[src/rtl/mem_arbiter_v1_pkg.sv]
// Shared types and default widths for the two-port memory arbiter.
package mem_pkg;

  localparam int DEF_ADDR_W = 10;
  localparam int DEF_DATA_W = 32;

  typedef enum logic [1:0] {
    IDLE   = 2'd0,
    ACCESS = 2'd1,
    WAIT   = 2'd2,
    RESP   = 2'd3
  } arb_state_t;

  typedef struct packed {
    logic [DEF_ADDR_W-1:0] addr;
    logic                  wren;
    logic [DEF_DATA_W-1:0] wdata;
  } mem_req_t;

endpackage

[src/rtl/mem_arbiter_v1_if.sv]
// Request/response ports of both requesters plus the single-port memory connection.
interface mem_arbiter_v1_if #(
  parameter int ADDR_W = mem_pkg::DEF_ADDR_W,
  parameter int DATA_W = mem_pkg::DEF_DATA_W
);

  logic              req0_valid;
  logic              req0_ready;
  logic [ADDR_W-1:0] req0_addr;
  logic              req0_wren;
  logic [DATA_W-1:0] req0_wdata;
  logic              resp0_valid;
  logic [DATA_W-1:0] resp0_rdata;

  logic              req1_valid;
  logic              req1_ready;
  logic [ADDR_W-1:0] req1_addr;
  logic              req1_wren;
  logic [DATA_W-1:0] req1_wdata;
  logic              resp1_valid;
  logic [DATA_W-1:0] resp1_rdata;

  logic [ADDR_W-1:0] mem_addr;
  logic              mem_wren;
  logic [DATA_W-1:0] mem_wdata;
  logic [DATA_W-1:0] mem_rdata;

  modport slave (
    input  req0_valid, req0_addr, req0_wren, req0_wdata,
    input  req1_valid, req1_addr, req1_wren, req1_wdata,
    input  mem_rdata,
    output req0_ready, resp0_valid, resp0_rdata,
    output req1_ready, resp1_valid, resp1_rdata,
    output mem_addr, mem_wren, mem_wdata
  );

  modport master (
    output req0_valid, req0_addr, req0_wren, req0_wdata,
    output req1_valid, req1_addr, req1_wren, req1_wdata,
    output mem_rdata,
    input  req0_ready, resp0_valid, resp0_rdata,
    input  req1_ready, resp1_valid, resp1_rdata,
    input  mem_addr, mem_wren, mem_wdata
  );

endinterface

[src/rtl/mem_arbiter_v1_rr_arbiter2.sv]
// Two-way round-robin grant: on contention the port not granted last wins.
module rr_arbiter2 (
  input  logic [1:0] valid_i,
  input  logic       last_i,
  output logic [1:0] grant_o
);

  always_comb begin
    if (&valid_i) begin
      grant_o = last_i ? 2'b01 : 2'b10;
    end else begin
      grant_o = valid_i;
    end
  end

endmodule

[src/rtl/mem_arbiter_v1.sv]
// Serialises two requesters onto one single-port memory, one transaction at a time:
// accept -> ACCESS -> WAIT (MEM_LAT cycles) -> RESP -> IDLE.
module mem_arbiter_v1
  import mem_pkg::*;
#(
  parameter int ADDR_W  = DEF_ADDR_W,
  parameter int DATA_W  = DEF_DATA_W,
  parameter int MEM_LAT = 1
) (
  input  logic            clk,
  input  logic            rst,
  mem_arbiter_v1_if.slave bus
);

  localparam logic [1:0] LAT_LAST = 2'(MEM_LAT - 1);

  arb_state_t        state_q, state_d;
  logic              port_q, port_d;  // granted port; doubles as last-grant for round robin
  logic [ADDR_W-1:0] addr_q, addr_d;
  logic              wren_q, wren_d;
  logic [DATA_W-1:0] wdata_q, wdata_d;
  logic [DATA_W-1:0] data_q, data_d;
  logic [1:0]        cnt_q, cnt_d;
  logic [1:0]        grant;
  logic [1:0]        ready;
  logic [1:0]        resp_v;

  rr_arbiter2 u_rr (
    .valid_i ({bus.req1_valid, bus.req0_valid}),
    .last_i  (port_q),
    .grant_o (grant)
  );

  // Ready is masked while reset is held so nothing is offered during reset.
  assign ready = (rst && state_q == IDLE) ? grant : 2'b00;

  always_comb begin
    // NOTE: every next-state signal gets a default first so no path infers a latch.
    state_d = state_q;
    port_d  = port_q;
    addr_d  = addr_q;
    wren_d  = wren_q;
    wdata_d = wdata_q;
    data_d  = data_q;
    cnt_d   = cnt_q;
    unique case (state_q)
      IDLE: begin
        if (|ready) begin
          state_d = ACCESS;
          port_d  = ready[1];
          addr_d  = ready[1] ? bus.req1_addr  : bus.req0_addr;
          wren_d  = ready[1] ? bus.req1_wren  : bus.req0_wren;
          wdata_d = ready[1] ? bus.req1_wdata : bus.req0_wdata;
        end
      end
      ACCESS: begin
        state_d = WAIT;
        cnt_d   = 2'd0;
      end
      WAIT: begin
        if (cnt_q == LAT_LAST) begin
          state_d = RESP;
          data_d  = wren_q ? '0 : bus.mem_rdata;
        end else begin
          cnt_d = cnt_q + 2'd1;
        end
      end
      RESP:    state_d = IDLE;
      default: state_d = IDLE;
    endcase
  end

  // NOTE: sequential state uses non-blocking assignments only; reset is sampled on the clock edge.
  always_ff @(posedge clk) begin
    if (!rst) begin
      state_q <= IDLE;
      port_q  <= 1'b1;
      addr_q  <= '0;
      wren_q  <= 1'b0;
      wdata_q <= '0;
      data_q  <= '0;
      cnt_q   <= 2'd0;
    end else begin
      state_q <= state_d;
      port_q  <= port_d;
      addr_q  <= addr_d;
      wren_q  <= wren_d;
      wdata_q <= wdata_d;
      data_q  <= data_d;
      cnt_q   <= cnt_d;
    end
  end

  assign resp_v = (state_q == RESP) ? {port_q, ~port_q} : 2'b00;

  assign bus.req0_ready  = ready[0];
  assign bus.req1_ready  = ready[1];
  assign bus.resp0_valid = resp_v[0];
  assign bus.resp1_valid = resp_v[1];
  assign bus.resp0_rdata = resp_v[0] ? data_q : '0;
  assign bus.resp1_rdata = resp_v[1] ? data_q : '0;

  assign bus.mem_wren  = (state_q == ACCESS) && wren_q;
  assign bus.mem_addr  = (state_q == ACCESS || state_q == WAIT) ? addr_q : '0;
  assign bus.mem_wdata = (state_q == ACCESS) ? wdata_q : '0;

endmodule
[src/flat_wrapper.sv]
// flat-port wrapper written by rule: the top's interface ports become plain ports
module mem_arbiter_v1_flat import mem_pkg::*;
#(
  parameter int ADDR_W  = DEF_ADDR_W,
  parameter int DATA_W  = DEF_DATA_W,
  parameter int MEM_LAT = 1
)
  (clk, rst, bus_req0_valid, bus_req0_addr, bus_req0_wren, bus_req0_wdata, bus_req1_valid, bus_req1_addr, bus_req1_wren, bus_req1_wdata, bus_mem_rdata, bus_req0_ready, bus_resp0_valid, bus_resp0_rdata, bus_req1_ready, bus_resp1_valid, bus_resp1_rdata, bus_mem_addr, bus_mem_wren, bus_mem_wdata);
  mem_arbiter_v1_if #(.ADDR_W(ADDR_W), .DATA_W(DATA_W)) bus_i ();
  input  logic clk;
  input  logic rst;
  input wire logic [$bits(bus_i.req0_valid)-1:0] bus_req0_valid;
  input wire logic [$bits(bus_i.req0_addr)-1:0] bus_req0_addr;
  input wire logic [$bits(bus_i.req0_wren)-1:0] bus_req0_wren;
  input wire logic [$bits(bus_i.req0_wdata)-1:0] bus_req0_wdata;
  input wire logic [$bits(bus_i.req1_valid)-1:0] bus_req1_valid;
  input wire logic [$bits(bus_i.req1_addr)-1:0] bus_req1_addr;
  input wire logic [$bits(bus_i.req1_wren)-1:0] bus_req1_wren;
  input wire logic [$bits(bus_i.req1_wdata)-1:0] bus_req1_wdata;
  input wire logic [$bits(bus_i.mem_rdata)-1:0] bus_mem_rdata;
  output wire logic [$bits(bus_i.req0_ready)-1:0] bus_req0_ready;
  output wire logic [$bits(bus_i.resp0_valid)-1:0] bus_resp0_valid;
  output wire logic [$bits(bus_i.resp0_rdata)-1:0] bus_resp0_rdata;
  output wire logic [$bits(bus_i.req1_ready)-1:0] bus_req1_ready;
  output wire logic [$bits(bus_i.resp1_valid)-1:0] bus_resp1_valid;
  output wire logic [$bits(bus_i.resp1_rdata)-1:0] bus_resp1_rdata;
  output wire logic [$bits(bus_i.mem_addr)-1:0] bus_mem_addr;
  output wire logic [$bits(bus_i.mem_wren)-1:0] bus_mem_wren;
  output wire logic [$bits(bus_i.mem_wdata)-1:0] bus_mem_wdata;
  assign bus_i.req0_valid = bus_req0_valid;
  assign bus_i.req0_addr = bus_req0_addr;
  assign bus_i.req0_wren = bus_req0_wren;
  assign bus_i.req0_wdata = bus_req0_wdata;
  assign bus_i.req1_valid = bus_req1_valid;
  assign bus_i.req1_addr = bus_req1_addr;
  assign bus_i.req1_wren = bus_req1_wren;
  assign bus_i.req1_wdata = bus_req1_wdata;
  assign bus_i.mem_rdata = bus_mem_rdata;
  assign bus_req0_ready = bus_i.req0_ready;
  assign bus_resp0_valid = bus_i.resp0_valid;
  assign bus_resp0_rdata = bus_i.resp0_rdata;
  assign bus_req1_ready = bus_i.req1_ready;
  assign bus_resp1_valid = bus_i.resp1_valid;
  assign bus_resp1_rdata = bus_i.resp1_rdata;
  assign bus_mem_addr = bus_i.mem_addr;
  assign bus_mem_wren = bus_i.mem_wren;
  assign bus_mem_wdata = bus_i.mem_wdata;
  mem_arbiter_v1 #(.ADDR_W(ADDR_W), .DATA_W(DATA_W), .MEM_LAT(MEM_LAT)) u_core (.clk(clk), .rst(rst), .bus(bus_i));
endmodule
[config.mk]
export PLATFORM = sky130hd
export DESIGN_NAME = mem_arbiter_v1_flat
export DESIGN_NICKNAME = d
export VERILOG_FILES = /design/src/rtl/mem_arbiter_v1_pkg.sv /design/src/rtl/mem_arbiter_v1_if.sv /design/src/rtl/mem_arbiter_v1_rr_arbiter2.sv /design/src/rtl/mem_arbiter_v1.sv /design/src/flat_wrapper.sv
export SDC_FILE = /design/constraint.sdc
export NUM_CORES = 1
export LEC_CHECK = 0
export ABC_AREA = 1
export BUFFER_PORTS_ARGS = -buffer_cell sky130_fd_sc_hd__buf_2
export CAP_MARGIN = 20
export CORE_MARGIN = 2
export CORE_UTILIZATION = 41
export CTS_CLUSTER_DIAMETER = 80
export CTS_CLUSTER_SIZE = 20
export DETAILED_ROUTE_END_ITERATION = 10
export PLACE_DENSITY = 0.76
export SLEW_MARGIN = 25
export SYNTH_ARGS = -nofsm -noshare
export SYNTH_HDL_FRONTEND = slang
export SYNTH_HIERARCHICAL = 1
export SYNTH_SLANG_ARGS = --single-unit
[constraint.sdc]
create_clock -name clk -period 1.7 [get_ports clk]
set_clock_uncertainty 0.2 [all_clocks]
set_input_delay 0.085 -clock clk [delete_from_list [all_inputs] [get_ports clk]]
set_output_delay 0.085 -clock clk [all_outputs]
set_load 0.005 [all_outputs]
# --- Word level (Yosys, flattened, before mapping) ---
# Cells that the tools add are included.
op_classes:
  n_mux: 17
  reduce_logical: 12
  n_bitwise: 1
  add_sub_neg: 1
  n_eq_ne: 6
ops:
  columns: ["cell", "count"]
  rows:
  - ["$mux W32", 5]
  - ["$mux W10", 2]
  - ["$mux W2", 7]
  - ["$reduce_and A2 Y1", 5]
  - ["$pmux W2 S4", 1]
  - ["$eq A2 B2 Y1 const B", 2]
  - ["$logic_not A2 Y1", 2]
  - ["$ne A2 B2 Y1 const B", 2]
  - ["$pmux W2 S2", 1]
  - ["$add A2 B1 Y2 const B", 1]
  - ["$eq A2 B1 Y1 const B", 1]
  - ["$logic_and A1 B1 Y1", 2]
  - ["$ne A2 B1 Y1 const B", 1]
  - ["$reduce_bool A2 Y1", 1]
  - ["$reduce_or A2 Y1", 1]
  - ["$logic_or A1 B1 Y1", 1]
  - ["$mux W1", 1]
  - ["$not A1 Y1", 1]
totals:
  reg_bits: 80
  out_inout_bits: 111
  wordCells: 44
  input_bits: 122

# --- Depth between registers and ports, before layout ---
depth:
  ltp_word: 6
  mapped_depth: 9
  depth_no_buf: 8

# --- Cells and area by module ---
# Netlist, hierarchy kept.
modules_own_cells:
  columns: ["mod", "cells_each", "area_per_inst_um2", "n_inst"]
  rows:
  - ["mem_arbiter_v1", 721, 4465.5, 1]
  - ["rr_arbiter2", 5, 21.3, 1]

# --- Worst setup path after synthesis ---
# OpenSTA, ideal clock, no wires.
synth_timing:
  kind: "reg-to-reg"
  start: "reg u_core.state_q[0]"
  end: "reg u_core.wdata_q[10]"
  arrival_time_ps: 1312
  path_slack_ps: 117
  synth_period_minus_slack_ps: 1583
  required_ps: 1430
  path_stages_with_launch: 8
  path_buffers: 2
  path_cell_list: "dfxtp_1 -> inv_1 -> ha_1 -> nand3_1 -> buf_2 -> buf_4 -> nand3_1 -> a21oi_1"
synth_via:
  elab_chain_cells: 5
  word_cells_on_any_way: 6
synth_rtl:
  columns: ["element", "line", "source"]
  rows:
  - ["from (decl)", "mem_arbiter_v1.sv:17", "arb_state_t state_q, state_d;"]
  - ["from (signal assigned)", "mem_arbiter_v1.sv:84", "state_q <= state_d;"]
  - ["$logic_not A2 Y1 (*)", "mem_arbiter_v1.sv:35, mem_arbiter_v1.sv:46", null]
  - ["$logic_and A1 B1 Y1", "mem_arbiter_v1.sv:35", "assign ready = (rst && state_q == IDLE) ? grant : 2'b00;"]
  - ["$mux W2", "mem_arbiter_v1.sv:35", null]
  - ["$reduce_or A2 Y1", "mem_arbiter_v1.sv:48", "if (|ready) begin"]
  - ["$reduce_and A2 Y1 (no source line)", null, null]
  - ["to (signal assigned)", "mem_arbiter_v1.sv:88", "wdata_q <= wdata_d;"]
  - ["to (decl)", "mem_arbiter_v1.sv:21", "logic [DATA_W-1:0] wdata_q, wdata_d;"]
# Mark *: on every way between the ends. The rest lies on a longest branch, timed or not.
# A chain may end at the register's enable or synchronous reset.

# --- Worst setup path after layout ---
layout_timing:
  start: "reg u_core.state_q[0]"
  end: "out bus_mem_wren"
layout_via:
  elab_chain_cells: 2
layout_rtl:
  columns: ["element", "line", "source"]
  rows:
  - ["$eq A2 B1 Y1", "mem_arbiter_v1.sv:103", "assign bus.mem_wren = (state_q == ACCESS) && wren_q;"]
  - ["$logic_and A1 B1 Y1", "mem_arbiter_v1.sv:103", null]
  - ["to (decl)", "flat_wrapper.sv:28", "output wire logic [$bits(bus_i.mem_wren)-1:0] bus_mem_wren;"]
# No other way between the ends.

==> results.txt <==
layout cell share with drive strength beyond 1: 0.4388
post-route ant nets: 0
CTS tree: done
multi-input logic area: 0.002809 mm²
Tot GR Track Use: 0.2796
Hold Crit Class: input port to flop
core area: 0.01075 mm²
Final #Nets: 1,216
Storage cell area: 0.001608 mm²
Seq/Total Area, Yosys: 0.3569
die height: 108.6 µm
worst setup path class: flop to output pin
Worst VDD drop: 662.6 µV
crit path launch: u_core/state_q[0]
Area growth syn-to-layout: 96.26%
uppermost layer routed: met4
Total Wirelength: 23,470 µm
placed instance area: 0.005884 mm²
fillers: 571
Row Count: 38
Clk pin slew, worst setup/hold paths: 0.09 ns
dpl hpwl: 8774 µm
ys flop type: dfxtp_1
setup ws final: -0.1538 ns
failing checks: negative setup slack
Slew HR: 0.7058
Slowest-stage cell, CP: dfxtp_2
Leak: 4.663 nW
fin crit share: 1.090
DRC Markers: 0
Worst Path Buf+Inv: 5
initial antenna violation count: 0
Starting Density: 0.4176
syn_nets: 853
DRT iter0 DRCs: 841
largest cells by area after synthesis: dfxtp_1 (36%), inv_1 (15%), nand2_1 (12%)
global-route wire length before repair: 26,140 µm
reg-to-reg setup timing slack: -0.09 ns
worst hold slack: 0.2840 ns
die area: 0.01180 mm²
RePlAce Congestion: 0.8071
I/O pin total: 233
post-synth top area share: 0.3569
Pre-Repair DR Iteration Count: 8
RSZ-0062 raised after global routing: true
Routed WL per cell: 19.01 µm
most frequent cells in the layout: buf_2 (217), inv_1 (152), dlygate4sd3_1 (119)
CTS max path bufs: 2
largest net degree at the start of global routing: 78
post-layout min period: 1.854 ns
vias in the first global route: 5,688
CP Max Fanout: 20
Post-Syn Area: 0.004487 mm²
H-tree levels: 3
worst r2r dst: u_core/wdata_q[28]
Hold Crit Depth: 7
Synth Instances: 726
critical path data arrival time: 1.57 ns
vias per cell: 5.432
clock root buffer: clkbuf_8
Slew Limit Fails: 0
EDFF count, synth: 0
Avg Inst Size Synth: 6.180 µm²
register bit total from synthesis: 80
met1 wire length: 7797 µm
Power Dens Cells: 967.8 mW/mm²
Max-Cap Viols: 0
status: complete, but fails checks
Num CTS Buffers: 9
synth unique cells: 17
FF-to-FF path depth: 8
Endpoint, Worst Hold: u_core/port_q
Die Span X: 108.6 µm
cell area after layout: 0.008806 mm²
latest clock arrival within the worst-skew pair: 0.36 ns
Fin. Hold Viols: 0
commonest non-fill, non-tap cell in the layout: buf_2
total number of yosys warnings: 6
Final Setup Violations: 152
CP Launch Type: flop
Worst Hold Launch: bus_req1_valid
Sink Count: 80
CP top delay family: buffers and inverters
RR Startpoint: u_core/state_q[1]
Crit. End Element: output pin
Vias: 6,708
met3 WL: 2340 µm
PortBufs: 232
Worst Tran Pin Value: 0.4413 ns
Synth async-reset ratio: 0
crit-path cells: buf_6 -> buf_4 -> ha_4 -> buf_12 -> nand2_1 -> inv_1 -> buf_2
CP required: 1.41 ns
crit-path max cell delay: 0.35 ns
post-synth top area cell: dfxtp_1
metal2 WL: 11,750 µm
gr ovfl total: 0
Fmax: 0.5394 GHz
-- metrics by stage --
stage          instances    util  TNS (ns)  power [mW]  worst slack (ns)
2_1_floorplan        726       -         0       4.128            0.1174
3_3_place_gp        1070  0.5476         0       4.948          0.002088
3_5_place_dp        1070  0.5476  -0.02130       4.987          -0.02130
4_1_cts             1216  0.7067    -5.536       6.845           -0.1383
5_1_grt             1234  0.8193    -22.21       8.826           -0.2250
6_report            1235  0.8195    -13.88       8.523           -0.1538
-- how the worst max path moves through the flow --
stage / endpoint / slack, ns / depth (start not counted)
after floorplan: u_core/wdata_q[10] / 0.12 / 7
after global placement: u_core/state_q[1] / 0.002 / 7
after detailed placement: u_core/state_q[1] / -0.02 / 7
after CTS: bus_resp0_rdata[12] / -0.14 / 8
after global routing: bus_mem_wren / -0.22 / 7
final: bus_mem_wren / -0.15 / 7
-- worst reg2reg max path, stage by stage (launching register included) --
cell	delay, ns
dfxtp_4	0.38
inv_4	0.08
ha_4	0.17
nand3_4	0.15
buf_12	0.19
nand2_8	0.11
clkbuf_16	0.20
nand3_1	0.11
a21oi_1	0.14
-- Yosys cell counts, types with 4 or more instances --
master and count:
nand2_1 142, a21oi_1 80, a211oi_1 32, nor2_1 67, inv_1 174, buf_6 4, clkbuf_1 25, dfxtp_1 80
nand3_1 91, buf_1 4, ha_1 5, buf_4 5, buf_2 13
-- power by group --
| part | internal (mW) | switching, mW | leakage (nW) |
|---|---|---|---|
| clock | 0.672 | 0.737 | 0.0921 |
| sequential | 2.31 | 0.235 | 0.655 |
| combinational | 2.00 | 2.57 | 3.92 |
| total | 4.98 | 3.55 | 4.66 |
-- sequential cells by signal, indices dropped and copies added, names as in the netlist --
name / flops
u_core/wren_q: 1
u_core/addr_q: 10
u_core/cnt_q: 2
u_core/data_q: 32
u_core/wdata_q: 32
u_core/port_q: 1
u_core/state_q: 2
-- cell type report --
| cell class | instances | share of cell area |
|---|---|---|
| flip-flops and latches | 80 | 0.1826 |
| well taps | 140 | 0.01989 |
| clock inverters | 6 | 0.006820 |
| multi-input cells | 420 | 0.3190 |
| clock buffers | 10 | 0.01449 |
| diodes | 1 | 0.0002842 |
| inverters | 175 | 0.07573 |
| repair buffers | 403 | 0.3812 |
-- kinds of logic (layout without fill, tap and decap cells) --
family | after synthesis | after routing | synth area share
adder cells (fa/ha/maj) | 5 | 5 | 0.01394
AO/OA/AOI/OAI | 113 | 113 | 0.1439
AND/OR/NAND/NOR | 302 | 302 | 0.2817
other | 0 | 1 | 0
buffers and inverters | 226 | 594 | 0.2036
flip-flops | 80 | 80 | 0.3569
-- layer usage --
layer,track usage,vias up
met5,0,-
met4,0.1612,0
met3,0.06934,158
met2,0.5009,562
met1,0.2973,3036
li1,-,2952
-- timing repair --
action | in CTS | in global routing
hold buffers | 119 | 0
resized for setup | 48 | 234
cloned | 4 | 14
pin swaps | 6 | 48
setup buffers | 9 | 11
endpoints found under the setup margin | 111 | 157
hold endpoints to repair | 78 | 0
Power figures use the tool's default switching activity.
